[src/rtl/rv_fetch_pkg.sv]
// Shared types and constants for the instruction fetch stage.
package rv_fetch_pkg;

   typedef enum logic {
      RUN   = 1'b0,
      FAULT = 1'b1
   } fetch_state_t;

   localparam int          ILEN             = 32;
   localparam logic [31:0] RESET_PC_DEFAULT = 32'h0000_0000;

   function automatic logic is_misaligned(input logic [ILEN-1:0] i_addr);
      return i_addr[1:0] != 2'b00;
   endfunction

endpackage

[src/rtl/fetch_fifo.sv]
// Small in-order FIFO with synchronous flush; used for the instruction buffer
// and for the queue of issued fetch addresses.
module fetch_fifo #(
   parameter int DEPTH = 2,
   parameter int WIDTH = 64,
   localparam int CW   = $clog2(DEPTH + 1)
) (
   input  logic             clk,
   input  logic             rst,
   input  logic             i_push,
   input  logic             i_pop,
   input  logic             i_flush,
   input  logic [WIDTH-1:0] i_data,
   output logic [WIDTH-1:0] o_data,
   output logic             o_full,
   output logic             o_empty,
   output logic [CW-1:0]    o_count
);

   localparam int AW = (DEPTH > 1) ? $clog2(DEPTH) : 1;

   logic [WIDTH-1:0] r_mem [DEPTH];
   logic [AW-1:0]    r_wr_ptr;
   logic [AW-1:0]    r_rd_ptr;
   logic [CW-1:0]    r_count;
   logic             w_do_push;
   logic             w_do_pop;

   function automatic logic [AW-1:0] ptr_inc(input logic [AW-1:0] i_ptr);
      return (i_ptr == AW'(DEPTH - 1)) ? '0 : i_ptr + AW'(1);
   endfunction

   assign o_full    = (r_count == CW'(DEPTH));
   assign o_empty   = (r_count == '0);
   assign o_count   = r_count;
   assign o_data    = r_mem[r_rd_ptr];
   // A push into a full FIFO is accepted only when the head leaves the same cycle.
   assign w_do_pop  = i_pop && !o_empty;
   assign w_do_push = i_push && (!o_full || w_do_pop);

   always_ff @(posedge clk or posedge rst) begin
      if (rst) begin
         r_wr_ptr <= '0;
         r_rd_ptr <= '0;
         r_count  <= '0;
      end else if (i_flush) begin
         r_wr_ptr <= '0;
         r_rd_ptr <= '0;
         r_count  <= '0;
      end else begin
         if (w_do_push) r_wr_ptr <= ptr_inc(r_wr_ptr);
         if (w_do_pop)  r_rd_ptr <= ptr_inc(r_rd_ptr);
         r_count <= r_count + CW'(w_do_push) - CW'(w_do_pop);
      end
   end

   always_ff @(posedge clk) begin
      if (w_do_push && !i_flush) r_mem[r_wr_ptr] <= i_data;
   end

endmodule

[src/rtl/instruction_fetch.sv]
// Fetch stage: owns the PC, issues word requests to instruction memory and
// buffers returned words with their PCs for decode; redirects flush and restart.
module instruction_fetch
   import rv_fetch_pkg::*;
#(
   parameter logic [31:0] RESET_PC   = RESET_PC_DEFAULT,
   parameter int          FIFO_DEPTH = 2
) (
   input  logic        clk,
   input  logic        rst,
   output logic        imem_req,
   output logic [31:0] imem_addr,
   input  logic        imem_gnt,
   input  logic        imem_rvalid,
   input  logic [31:0] imem_rdata,
   input  logic        redirect,
   input  logic [31:0] redirect_target,
   output logic        instr_valid,
   input  logic        instr_ready,
   output logic [31:0] instruction,
   output logic [31:0] instr_pc,
   output logic        misaligned
);

   localparam int          CW    = $clog2(FIFO_DEPTH + 1);
   localparam logic [CW:0] LIMIT = FIFO_DEPTH[CW:0];

   fetch_state_t      r_state;
   logic [ILEN-1:0]   r_fetch_pc;
   logic [CW-1:0]     r_discard;

   logic              w_run;
   logic              w_grant;
   logic              w_resp;
   logic              w_redir;
   logic              w_push;
   logic              w_pop;
   logic [CW:0]       w_inflight;
   logic [CW-1:0]     w_out_next;

   logic [2*ILEN-1:0] w_buf_din;
   logic [2*ILEN-1:0] w_buf_dout;
   logic              w_buf_full;
   logic              w_buf_empty;
   logic [CW-1:0]     w_buf_count;

   logic [ILEN-1:0]   w_tag_pc;
   logic              w_tag_full;
   logic              w_tag_empty;
   logic [CW-1:0]     w_outstanding;

   // The tag queue holds one PC per granted request, so its occupancy is the outstanding count.
   assign w_run      = (r_state == RUN);
   assign w_inflight = {1'b0, w_outstanding} + {1'b0, w_buf_count};
   assign imem_req   = !rst && w_run && !w_tag_full && !w_buf_full && (w_inflight < LIMIT);
   assign imem_addr  = r_fetch_pc;
   assign w_grant    = imem_req && imem_gnt;
   assign w_resp     = imem_rvalid && !w_tag_empty;
   assign w_redir    = redirect && w_run;
   assign w_out_next = w_outstanding + CW'(w_grant) - CW'(w_resp);
   assign w_push     = w_resp && w_run && (r_discard == '0) && !w_redir;
   assign w_pop      = instr_valid && instr_ready && !w_redir;
   assign w_buf_din  = {w_tag_pc, imem_rdata};

   fetch_fifo #(
      .DEPTH (FIFO_DEPTH),
      .WIDTH (ILEN)
   ) u_tag_fifo (
      .clk     (clk),
      .rst     (rst),
      .i_push  (w_grant),
      .i_pop   (w_resp),
      .i_flush (1'b0),
      .i_data  (r_fetch_pc),
      .o_data  (w_tag_pc),
      .o_full  (w_tag_full),
      .o_empty (w_tag_empty),
      .o_count (w_outstanding)
   );

   fetch_fifo #(
      .DEPTH (FIFO_DEPTH),
      .WIDTH (2 * ILEN)
   ) u_buf_fifo (
      .clk     (clk),
      .rst     (rst),
      .i_push  (w_push),
      .i_pop   (w_pop),
      .i_flush (w_redir),
      .i_data  (w_buf_din),
      .o_data  (w_buf_dout),
      .o_full  (w_buf_full),
      .o_empty (w_buf_empty),
      .o_count (w_buf_count)
   );

   // Words still in flight at a redirect (including one granted that cycle) are counted off and dropped.
   always_ff @(posedge clk or posedge rst) begin
      if (rst) begin
         r_state    <= RUN;
         r_fetch_pc <= RESET_PC;
         r_discard  <= '0;
      end else if (w_redir) begin
         r_fetch_pc <= redirect_target;
         r_discard  <= w_out_next;
         if (is_misaligned(redirect_target)) r_state <= FAULT;
      end else begin
         if (w_grant) r_fetch_pc <= r_fetch_pc + 32'd4;
         if (w_resp && (r_discard != '0)) r_discard <= r_discard - CW'(1);
      end
   end

   assign instr_valid = w_run && !w_buf_empty;
   assign instruction = instr_valid ? w_buf_dout[ILEN-1:0]      : '0;
   assign instr_pc    = instr_valid ? w_buf_dout[2*ILEN-1:ILEN] : '0;
   assign misaligned  = (r_state == FAULT);

endmodule

[config.mk]
export PLATFORM = sky130hd
export DESIGN_NAME = instruction_fetch
export DESIGN_NICKNAME = d
export VERILOG_FILES = /design/src/rtl/rv_fetch_pkg.sv /design/src/rtl/fetch_fifo.sv /design/src/rtl/instruction_fetch.sv
export SDC_FILE = /design/constraint.sdc
export NUM_CORES = 1
export LEC_CHECK = 0
export BUFFER_PORTS_ARGS = -buffer_cell sky130_fd_sc_hd__buf_2
export CAP_MARGIN = 25
export CELL_PAD_IN_SITES_DETAIL_PLACEMENT = 1
export CELL_PAD_IN_SITES_GLOBAL_PLACEMENT = 2
export CORE_MARGIN = 1
export CORE_UTILIZATION = 25
export DETAILED_ROUTE_END_ITERATION = 12
export PLACE_DENSITY_LB_ADDON = 0.3
export RECOVER_POWER = 25
export SYNTH_ARGS = -nofsm -noshare
export SYNTH_HDL_FRONTEND = slang
export SYNTH_HIERARCHICAL = 1
export SYNTH_SLANG_ARGS = --single-unit
[constraint.sdc]
create_clock -name clk -period 10 [get_ports clk]
set_input_delay 0 -clock clk [delete_from_list [all_inputs] [get_ports clk]]
set_output_delay 0 -clock clk [all_outputs]
set_load 0.02 [all_outputs]
==> reports/metrics.csv <==
metric;value;unit
Final period util;42.5;%
Setup Skew;0.0105;ns
hold_buf cts;70;
Avg Synthesized Cell Area;14.8;sq um
worst hold slack;0.0487;ns
register area share after synthesis;67.5;%
detailed-router iteration count before antenna repair;4;
Area Growth Syn to Fin;30.8;%
postcts setup bufs;0;
status;finished clean;
Max Cap Viol;0;
data arrival time of the worst path;4.46;ns
CP bufs+invs;2;
synthesized instance count;687;
num ports;169;
final WL;27100;um
Worst-path clk slew;0.06;ns
HPWL after detailed placement;17800;um
Clock Sinks;235;
final core occ;33.3;%
CTS Buffer Depth;3;
Crit path max-delay family;simple AND/OR/NAND/NOR gates;
initial antenna violation count;1;
Ys Warns;6;
Via-to-Cell Ratio;4.42;
Inserted Clock Buffers;28;
Startpoint Class;register;
Skew-Pair Late Insertion Delay;0.54;ns
Final Hold Fails;0;
GR Util All Layers;13.1;%
final global-route overflow total;0;
CTS tree;built;
top-area cell type share of the netlist area;56.9;%
Distinct cells, synth;46;
post-layout net count;1023;
placed cell area;0.0116;sq mm
cell breakdown of the critical path;and2_1 > fa_1 > nor4_4 > nand3_1 > inv_1 > o21ai_1 > nor3b_2 > buf_4;
VDD IR max;0.115;mV
commonest cells after routing, fill and taps aside;192 x edfxtp_1, 144 x buf_2, 70 x dlygate4sd3_1, 69 x and2_1, 51 x mux2_1;
Area contributors post-synth;edfxtp_1 57%, dfrtp_1 11%, mux2_1 5.7%;
chip height;203;um
PD cells;176;mW/mm^2
Worst setup EP type;register;
CP Class;reg2reg;
most common cell after layout, fill and taps aside;edfxtp_1;
Final WS setup;5.75;ns
fmax;0.235;GHz
core box area;0.0398;sq mm
Setup TNS;0;ns
Die ar.;0.0414;sq mm
DR WL/cell;18.1;um
RSZ-0062 raised after global routing;false;
first-pass GRT wire length;40900;um
main flop type after synthesis;edfxtp_1;
Slew headroom;31.1;%
total number of vias;6606;
number of global-route vias before repair;6800;
mapped cell area;0.0101;sq mm
CP peak stage delay;0.87;ns
Critical Path RT;10.21;ns
Clock Root Buffer;clkbuf_16;
Worst Hold Class;in2reg;
Tightest Pin Transition;1.03;ns
Crit-path slowest cell;nor3b_2;
post-route ant nets;0;
Die X;203;um
RePlAce Congestion;0.714;
Initial Utilization;25.5;%
minimum clock period;4.25;ns
post-route DRC violation count;0;
largest net degree at the start of global routing;66;
Leak;4.93;nW
H-tree depth;1;
Post-synth EDFFs;192;
post-CTS sizing;0;
Worst Setup Slack post-DPL;5.64;ns
Synth Register Bits;235;
setup violators final;0;
highest net fanout along the worst path;20;
port buffer count;168;
Rows;73;
post-route cell area;0.0133;sq mm
fin. max-slew vios;0;
ANT cells;0;
most area-hungry cell type in the Yosys netlist;edfxtp_1;
asr flop ratio synth;18.3;%
share of layout cells above drive strength 1;27.4;%
Initial DRC Count;243;
[Yosys cell counts (3+ instances only)]
cell      number
inv_1         12
nor3b_1        3
buf_4          5
nand2_1       26
dfrtp_1       43
buf_2          7
nand3_1       13
and3_1         9
or3_1          7
xor2_1        11
clkbuf_1      15
nand2b_1       6
or4_1         17
nor2_1        35
a31oi_1       20
nor2b_1        7
o31ai_1       14
o21ai_0       20
nand4_1       14
and2_1        69
mux2_2        48
edfxtp_1     192
ha_1           6
and4_1         9
mux2_1        51
[where the power goes]
group	switching (mW)	internal (mW)	leakage, nW
Sequential	0.0615	1.09	2.24
Combinational	0.0933	0.0699	2.24
Clock	0.398	0.615	0.452
[cell type report]
class | instances | area [sq um]
Fill cell | 4311 | 26600
Sequential cell | 235 | 6850
Multi-Input combinational cell | 418 | 3170
Timing Repair Buffer | 251 | 1610
Clock buffer | 36 | 762
Tap cell | 525 | 657
Clock inverter | 16 | 164
Inverter | 12 | 45.0
[sequential cells by signal, indices dropped and copies added (netlist names)]
signal	count
imem_addr	32
misaligned	1
r_discard	2
u_buf_fifo/o_count	2
u_buf_fifo/r_mem	128
u_buf_fifo/r_rd_ptr	1
u_buf_fifo/r_wr_ptr	1
u_tag_fifo/o_count	2
u_tag_fifo/r_mem	64
u_tag_fifo/r_rd_ptr	1
u_tag_fifo/r_wr_ptr	1
[worst reg2reg max path: cells and delay by family (launching register included)]
kind / cells / cell delay (ns)
AO/OA/AOI/OAI: 1 / 0.19
buffers and inverters: 2 / 0.70
AND/OR/NAND/NOR: 4 / 2.07
adder cells (fa/ha/maj): 1 / 0.48
flip-flops: 1 / 0.47
[worst paths after layout]
path | slack [ns] | depth (start not counted) | endpoint | from
min | 0.05 | 4 | imem_addr[3] | imem_gnt
max in group asynchronous | 8.71 | 5 | imem_addr[21] | rst
min in group asynchronous | 0.57 | 4 | u_tag_fifo/o_count[0] | rst
max reg2reg | 5.75 | 8 | u_tag_fifo/r_mem[1][6] | u_tag_fifo/o_count[0]
max | 5.75 | 8 | u_tag_fifo/r_mem[1][6] | u_tag_fifo/o_count[0]
min reg2reg | 0.53 | 0 | u_tag_fifo/r_mem[1][31] | imem_addr[31]
[per-layer routing]
layer  track usage, %  share of wire, %  vias to the layer above
met5                0                 0                        -
met4             3.28               1.5                        0
met3             2.14               4.4                       29
met2             22.3                48                      157
met1             17.3                46                     3307
li1                 -                 -                     3113
[cell families after synthesis]
kind of cell	synth area share [%]
AOI/OAI and AO/OA	3.81
xor gates and xnor gates	1.12
adders and majority gates	0.938
buffers and inverters	1.79
DFF	67.5
muxes	11.3
other	0.0370
and+or+nand+nor	13.5
[per-stage QoR]
| stage | power, mW | cells |
|---|---|---|
| 2_1_floorplan | 1.22 | 694 |
| 3_3_place_gp | 1.31 | 1370 |
| 3_5_place_dp | 1.32 | 1370 |
| 4_1_cts | 2.38 | 1492 |
| 5_1_grt | 2.42 | 1493 |
| 6_report | 2.33 | 1493 |
Power figures use the tool's default switching activity.
